File: config.mk
export PLATFORM = sky130hd
export DESIGN_NAME = inst_queue_mp
export DESIGN_NICKNAME = d
export VERILOG_FILES = /design/src/rtl/inst_q_pkg.sv /design/src/rtl/inst_q_ram.sv /design/src/rtl/inst_queue_mp.sv
export SDC_FILE = /design/constraint.sdc
export NUM_CORES = 2
export LEC_CHECK = 0
export CAP_MARGIN = 40
export CORE_ASPECT_RATIO = 0.8
export CORE_MARGIN = 3
export CORE_UTILIZATION = 42
export CTS_BUF_LIST = sky130_fd_sc_hd__clkbuf_4
export CTS_CLUSTER_DIAMETER = 60
export DETAILED_ROUTE_END_ITERATION = 16
export PLACE_DENSITY = 0.64
export SYNTH_ARGS = -nofsm -noshare
export SYNTH_HDL_FRONTEND = slang
export SYNTH_SLANG_ARGS = --single-unit
File: constraint.sdc
create_clock -name clk -period 20.6 [get_ports clk]
set_clock_uncertainty 0.2 [all_clocks]
set_input_delay 6.18 -clock clk [delete_from_list [all_inputs] [get_ports clk]]
set_output_delay 6.18 -clock clk [all_outputs]
set_load 0.03 [all_outputs]
File: src/rtl/inst_q_pkg.sv
// Shared types and helpers for the multi-port instruction queue.
//   ds_state_t    : delay-slot retention state
//   fetch_entry_t : {pc, inst} payload at the default 32/32 widths
//   therm_count   : popcount of a thermometer-coded valid vector (up to 4 ports)
package inst_q_pkg;

  localparam int unsigned PC_W   = 32;
  localparam int unsigned INST_W = 32;

  typedef enum logic [1:0] {
    NORMAL  = 2'd0,
    DS_WAIT = 2'd1,
    DS_HOLD = 2'd2
  } ds_state_t;

  // Same field order as the storage word: pc in the upper bits, inst below.
  typedef struct packed {
    logic [PC_W-1:0]   pc;
    logic [INST_W-1:0] inst;
  } fetch_entry_t;

  // Number of set bits in a thermometer-coded vector, zero-extended to 4 bits.
  function automatic logic [2:0] therm_count(input logic [3:0] v);
    logic [2:0] n;
    n = '0;
    for (int i = 0; i < 4; i++) begin
      n = n + 3'(v[i]);
    end
    return n;
  endfunction

endpackage

File: src/rtl/inst_q_ram.sv
// Queue storage: DEPTH words of {pc, inst}, WR_W synchronous write ports and
// RD_W asynchronous read ports. Indices are already reduced modulo DEPTH.
//   clk      : write clock
//   wr_en    : per-port write enable
//   wr_idx   : per-port write index, PW bits each
//   wr_entry : per-port write word, {pc, inst}
//   rd_idx   : per-port read index, PW bits each
//   rd_entry : per-port read word, {pc, inst}
module inst_q_ram
  import inst_q_pkg::*;
#(
  parameter int unsigned DEPTH = 16,
  parameter int unsigned WR_W  = 2,
  parameter int unsigned RD_W  = 2,
  parameter int unsigned DW    = 32,
  parameter int unsigned AW    = 32
) (
  input  logic                              clk,
  input  logic [WR_W-1:0]                   wr_en,
  input  logic [WR_W*$clog2(DEPTH)-1:0]     wr_idx,
  input  logic [WR_W*(DW+AW)-1:0]           wr_entry,
  input  logic [RD_W*$clog2(DEPTH)-1:0]     rd_idx,
  output logic [RD_W*(DW+AW)-1:0]           rd_entry
);

  localparam int unsigned PW = $clog2(DEPTH);
  localparam int unsigned EW = DW + AW;

  logic [EW-1:0] mem [DEPTH];

  // Write ports target distinct consecutive indices, so order does not matter.
  always_ff @(posedge clk) begin
    for (int i = 0; i < int'(WR_W); i++) begin
      if (wr_en[i]) begin
        mem[wr_idx[i*PW +: PW]] <= wr_entry[i*EW +: EW];
      end
    end
  end

  // Zero-latency read ports.
  always_comb begin
    rd_entry = '0;
    for (int i = 0; i < int'(RD_W); i++) begin
      rd_entry[i*EW +: EW] = mem[rd_idx[i*PW +: PW]];
    end
  end

endmodule

File: src/rtl/inst_queue_mp.sv
// Multi-port instruction queue between fetch and decode/issue, with
// delay-slot retention across a flush.
//   clk, rst          : clock, asynchronous active-low reset
//   flush, keep_ds    : empty the queue; optionally retain the delay slot
//   wr_valid/data/addr: up to WR_W fetched {pc, inst} pairs (thermometer valid)
//   full, overflow    : fewer than WR_W free entries; sticky dropped-write flag
//   rd_valid/data/addr: up to RD_W in-order entries from the head
//   rd_in_ds          : slot 0 is a retained delay-slot instruction
//   rd_pop            : number of slots consumed this cycle
//   count             : queue occupancy, 0..DEPTH
module inst_queue_mp
  import inst_q_pkg::*;
#(
  parameter int unsigned DEPTH = 16,
  parameter int unsigned WR_W  = 2,
  parameter int unsigned RD_W  = 2,
  parameter int unsigned DW    = 32,
  parameter int unsigned AW    = 32
) (
  input  logic                          clk,
  input  logic                          rst,
  input  logic                          flush,
  input  logic                          keep_ds,
  input  logic [WR_W-1:0]               wr_valid,
  input  logic [WR_W*DW-1:0]            wr_data,
  input  logic [WR_W*AW-1:0]            wr_addr,
  output logic                          full,
  output logic                          overflow,
  output logic [RD_W-1:0]               rd_valid,
  output logic [RD_W*DW-1:0]            rd_data,
  output logic [RD_W*AW-1:0]            rd_addr,
  output logic                          rd_in_ds,
  input  logic [$clog2(RD_W+1)-1:0]     rd_pop,
  output logic [$clog2(DEPTH):0]        count
);

  localparam int unsigned PW      = $clog2(DEPTH);
  localparam int unsigned CW      = PW + 1;
  localparam int unsigned EW      = DW + AW;
  // At least two read ports so head+1 is always visible for delay-slot capture.
  localparam int unsigned NRP     = (RD_W < 2) ? 2 : RD_W;
  localparam int unsigned FULL_AT = DEPTH - WR_W;

  ds_state_t        state_q, state_d;
  logic [PW-1:0]    wr_ptr_q, wr_ptr_d;
  logic [PW-1:0]    rd_ptr_q, rd_ptr_d;
  logic [CW-1:0]    count_q, count_d;
  logic             overflow_q, overflow_d;
  logic [EW-1:0]    hold_q, hold_d;

  logic [WR_W-1:0]      ram_we;
  logic [WR_W*PW-1:0]   wr_idx;
  logic [WR_W*EW-1:0]   wr_entry;
  logic [NRP*PW-1:0]    rd_idx;
  logic [NRP*EW-1:0]    rd_entry;

  logic [2:0]       nw;
  logic [2:0]       nw_acc;
  logic [CW-1:0]    pop_req;
  logic [CW-1:0]    np;
  logic             full_c;

  // Pack write ports and compute storage indices.
  always_comb begin
    wr_idx   = '0;
    wr_entry = '0;
    for (int i = 0; i < int'(WR_W); i++) begin
      wr_idx[i*PW +: PW]   = wr_ptr_q + PW'(i);
      wr_entry[i*EW +: EW] = {wr_addr[i*AW +: AW], wr_data[i*DW +: DW]};
    end
    rd_idx = '0;
    for (int i = 0; i < int'(NRP); i++) begin
      rd_idx[i*PW +: PW] = rd_ptr_q + PW'(i);
    end
  end

  inst_q_ram #(
    .DEPTH (DEPTH),
    .WR_W  (WR_W),
    .RD_W  (NRP),
    .DW    (DW),
    .AW    (AW)
  ) u_ram (
    .clk      (clk),
    .wr_en    (ram_we),
    .wr_idx   (wr_idx),
    .wr_entry (wr_entry),
    .rd_idx   (rd_idx),
    .rd_entry (rd_entry)
  );

  assign nw      = therm_count(4'(wr_valid));
  assign full_c  = (count_q > CW'(FULL_AT));
  assign pop_req = CW'(rd_pop);
  assign np      = (pop_req > count_q) ? count_q : pop_req;

  // Next-state and pointer/count update; flush outranks pop and write.
  always_comb begin
    state_d    = state_q;
    wr_ptr_d   = wr_ptr_q;
    rd_ptr_d   = rd_ptr_q;
    count_d    = count_q;
    overflow_d = overflow_q;
    hold_d     = hold_q;
    ram_we     = '0;
    nw_acc     = '0;

    if (flush) begin
      rd_ptr_d = wr_ptr_q;
      count_d  = '0;
      state_d  = NORMAL;
      if (keep_ds && (state_q == NORMAL)) begin
        if (count_q >= CW'(2)) begin
          hold_d  = rd_entry[EW +: EW];
          state_d = DS_HOLD;
        end else if ((count_q == CW'(1)) && wr_valid[0]) begin
          hold_d  = wr_entry[0 +: EW];
          state_d = DS_HOLD;
        end else begin
          state_d = DS_WAIT;
        end
      end
    end else begin
      case (state_q)
        DS_WAIT: begin
          // Only the first arriving instruction is the delay slot.
          if (wr_valid[0]) begin
            hold_d  = wr_entry[0 +: EW];
            state_d = DS_HOLD;
          end
        end
        default: begin
          if (wr_valid[0]) begin
            if (full_c) begin
              overflow_d = 1'b1;
            end else begin
              ram_we   = wr_valid;
              nw_acc   = nw;
              wr_ptr_d = wr_ptr_q + PW'(nw);
            end
          end
          if (state_q == DS_HOLD) begin
            // A pop here consumes only the held entry.
            if (rd_pop != '0) begin
              state_d = NORMAL;
            end
            count_d = count_q + CW'(nw_acc);
          end else begin
            rd_ptr_d = rd_ptr_q + PW'(np);
            count_d  = count_q + CW'(nw_acc) - np;
          end
        end
      endcase
    end
  end

  // State and datapath registers.
  always_ff @(posedge clk or negedge rst) begin
    if (!rst) begin
      state_q    <= NORMAL;
      wr_ptr_q   <= '0;
      rd_ptr_q   <= '0;
      count_q    <= '0;
      overflow_q <= 1'b0;
      hold_q     <= '0;
    end else begin
      state_q    <= state_d;
      wr_ptr_q   <= wr_ptr_d;
      rd_ptr_q   <= rd_ptr_d;
      count_q    <= count_d;
      overflow_q <= overflow_d;
      hold_q     <= hold_d;
    end
  end

  // Read slots: storage in NORMAL, held delay slot alone in DS_HOLD, nothing in DS_WAIT.
  always_comb begin
    rd_valid = '0;
    rd_data  = '0;
    rd_addr  = '0;
    for (int i = 0; i < int'(RD_W); i++) begin
      rd_data[i*DW +: DW] = rd_entry[i*EW +: DW];
      rd_addr[i*AW +: AW] = rd_entry[i*EW + DW +: AW];
    end
    case (state_q)
      NORMAL: begin
        for (int i = 0; i < int'(RD_W); i++) begin
          rd_valid[i] = (CW'(i) < count_q);
        end
      end
      DS_HOLD: begin
        rd_valid[0]     = 1'b1;
        rd_data[0 +: DW] = hold_q[DW-1:0];
        rd_addr[0 +: AW] = hold_q[EW-1:DW];
      end
      default: begin
      end
    endcase
  end

  assign rd_in_ds = (state_q == DS_HOLD);
  assign full     = full_c;
  assign overflow = overflow_q;
  assign count    = count_q;

endmodule

==> results.sh <==
export IMPL_mean_instance_size_in_the_synthesized_netlist_sq_um=15.8
export IMPL_p_seq_frac=0.264
export IMPL_routed_wirelength_mm=227
export IMPL_sw_frac_of_total=0.414
export IMPL_cts_repair_resize_count=0
export IMPL_cts_buffers=319
export IMPL_vias_after_detailed_routing=43600
export IMPL_drv_max_cap_violation_count=0
export IMPL_instances_no_fill=6665
export IMPL_layout_cells_most_common_list="1024 x edfxtp_1, 958 x mux2_2, 512 x mux4_2, 480 x clkbuf_4, 272 x clkdlybuf4s50_1"
export IMPL_floorplan_core_area_sq_mm=0.153
export IMPL_die_height_um=358
export IMPL_combinational_share_of_power=0.536
export IMPL_slew_headroom=0.149
export IMPL_holdCritPathClass="register to register"
export IMPL_setup_viol=0
export IMPL_worst_pin_slew_ns=1.28
export IMPL_final_slew_violations=0
export IMPL_cp_required_ns=14.22
export IMPL_layout_commonest_cell="edfxtp_1"
export IMPL_crit_arrival_ns=5.98
export IMPL_cp_max_fo=112
export IMPL_power_static_leakage_nw=24.3
export IMPL_edff_count_synth=1024
export IMPL_routabilityCongestion=0.798
export IMPL_ctsRootBufferMaster="clkbuf_4"
export IMPL_flow_area_growth_from_synthesis_pct=14.5
export IMPL_yosysTopAreaCell="edfxtp_1"
export IMPL_finalCritPeriodShare=0.600
export IMPL_mappedNetlistArea_sq_mm=0.0649
export IMPL_initial_cell_density_of_the_core=0.425
export IMPL_post_cts_buffers=0
export IMPL_drc=0
export IMPL_cts_max_level=5
export IMPL_grt_start_max_net_pins=148
export IMPL_outcome="finished clean"
export IMPL_setup_repair_after_global_routing_missed_its_margin="false"
export IMPL_ys_ff_latch=1104
export IMPL_design_final_nets=4551
export IMPL_synthArstFlopShare=0.0725
export IMPL_critical_path_class="register to output pin"
export IMPL_cts_root_to_sink_buffers=4
export IMPL_grt_pass1_wl_mm=325
export IMPL_dieWidth_um=446
export IMPL_numClockSinks=1104
export IMPL_final_count_of_hold_timing_violations=0
export IMPL_port_buffer_count=273
export IMPL_ant_nets=0
export IMPL_p_sw_mw=4.42
export IMPL_synth_top_area_cells="edfxtp_1 47%, mux4_2 18%, mux2_2 17%, dfrtp_1 3.1%, mux2_1 2.7%"
export IMPL_post_cts_hold_buffer_count=0
export IMPL_crit_path_start_kind="register"
export IMPL_post_drt_via_cell_ratio=6.54
export IMPL_min_period_ns=12.36
export IMPL_grtUsageTotal=0.283
export IMPL_seq_area_frac_synth=0.504
export IMPL_irDropWorstVdd_uv=183
export IMPL_synth_top_cell_area_share=0.474
export IMPL_critPathTopFamily="buffers and inverters"
export IMPL_cts_tree="built"
export IMPL_hpwl_after_detailed_placement_mm=126
export IMPL_crit_chain="buf_12 -> buf_4 -> buf_12 -> buf_4 -> mux4_2 -> nor2b_1 -> a211oi_1 -> nor2_1 -> clkdlybuf4s50_1"
export IMPL_cellInternalPower_mw=6.25
export IMPL_dp_cells=6089
export IMPL_detailedRoute_firstIterationViolations=5464
export IMPL_cp_peak_stage_delay_ns=0.75
export IMPL_maxClockFrequency_ghz=0.0809
export IMPL_design_die_area_sq_mm=0.159
export IMPL_dominantRegCellSynth="edfxtp_1"
export IMPL_latest_clock_arrival_within_the_worst_skew_pair_ns=1.28
export IMPL_finalSetupTns_ns=0
export IMPL_synth_warnings=0
export IMPL_pwrdens_mw_per_mm2=143
export IMPL_ys_types=58
export IMPL_routedWlPerCell_um=34.1
export IMPL_grt_antenna_before_repair=28
export IMPL_clock_power_share=0.200
export IMPL_io_pins=274
export IMPL_critical_path_n_buffers_inverters=5
export IMPL_total_gr_overflow=0
export IMPL_1st_pass_router_iterations=5
export IMPL_syn_inst=4116
export IMPL_grt_pass1_vias=44200
export IMPL_placement_rows=128
export IMPL_crit_path_top_delay_cell="buf_12"
export IMPL_clkTransAtPathRegs_ns=0.08
export IMPL_cp_endpoint_kind="output pin"
export IMPL_final_layout_size_suffix_gt1_frac=0.476
## power by group through the flow
stage	clock (mW)	combinational (mW)	sequential, mW
floorplan	0	3.70	2.81
global placement	0	5.54	2.86
detailed placement	0	5.67	2.86
CTS	2.18	5.70	2.81
global route	2.29	5.99	2.84
finish	2.14	5.71	2.82
## cell usage after synthesis, types with 3 or more instances
| cell | number |
|---|---|
| a211oi_1 | 66 |
| a21o_1 | 3 |
| a21oi_1 | 75 |
| buf_1 | 26 |
| buf_2 | 156 |
| buf_6 | 16 |
| clkbuf_1 | 251 |
| dfrtp_1 | 80 |
| edfxtp_1 | 1024 |
| fa_1 | 4 |
| ha_1 | 15 |
| inv_1 | 10 |
| mux2_1 | 155 |
| mux2_2 | 958 |
| mux2_4 | 42 |
| mux2i_1 | 67 |
| mux4_2 | 512 |
| nand2_1 | 146 |
| nand2b_1 | 10 |
| nand3_1 | 68 |
| nor2_1 | 142 |
| nor2_4 | 12 |
| nor2b_1 | 72 |
| o2111ai_1 | 64 |
| o21ai_0 | 15 |
| o22ai_1 | 77 |
| xnor2_1 | 5 |
| xor2_1 | 4 |
## per-stage QoR
stage           util  setup slack [ns]  hold WS (ns)  cell area, sq um  power, mW
3_5_place_dp   0.459              9.44         0.294             70300       8.53
6_report       0.486              8.24         0.305             74400       10.7
3_3_place_gp   0.453              8.79         0.287             69300       8.40
4_1_cts        0.486              8.01         0.308             74300       10.7
2_1_floorplan      -              8.32         0.274             64900       6.50
5_1_grt        0.486              7.74         0.331             74300       11.1
## cell type report
| type | count | area, sq um |
|---|---|---|
| tap | 2015 | 2520 |
| antenna | 26 | 65.1 |
| sequential | 1104 | 32800 |
| clock buffer | 480 | 3600 |
| timing repair buffer | 411 | 4480 |
| clock inverter | 69 | 422 |
| inverter | 10 | 37.5 |
| fill | 13100 | 78600 |
| multi-input combinational | 2550 | 30500 |
## state kept, by name, summed over array words and instances (netlist names)
| register | count |
|---|---|
| count | 5 |
| hold_q | 64 |
| overflow | 1 |
| rd_ptr_q | 4 |
| state_q | 2 |
| u_ram.mem | 1024 |
| wr_ptr_q | 4 |
## layer usage
layer	GRT usage	wire [um]
met1	0.396	92400
met2	0.421	102000
met3	0.0749	24300
met4	0.113	8170
met5	0	20
## worst register-to-register path, delay by kind of cell, from the launching register on
family / cells / cell delay [ns]
DFF: 1 / 0.72
buffers and inverters: 2 / 1.49
and+or+nand+nor: 4 / 1.72
muxes: 1 / 0.44
## worst paths after layout
path                               endpoint  slack [ns]  depth (start not counted)        start
hold / removal                   hold_q[40]        0.31                          2   hold_q[40]
hold reg to reg                  hold_q[40]        0.31                          2   hold_q[40]
max in group asynchronous        hold_q[61]       14.22                          3          rst
setup / recovery                rd_addr[18]        8.24                          9  rd_ptr_q[1]
setup reg to reg           u_ram.mem[5][27]       15.77                          7   state_q[1]
min in group asynchronous        hold_q[11]        4.74                          1          rst
## cells by family (layout without fill, tap and decap cells)
logic type / count (synthesis) / after routing / share of synthesized area
buf+inv: 463 / 970 / 0.0318
xor+xnor: 9 / 9 / 0.00121
flops: 1104 / 1104 / 0.504
compound gates: 309 / 309 / 0.0321
simple gates: 476 / 476 / 0.0356
fa+ha+maj: 19 / 19 / 0.00412
other cells: 2 / 29 / 0.000116
mux: 1734 / 1734 / 0.391
No activity file was read; power rests on OpenSTA's default activity.
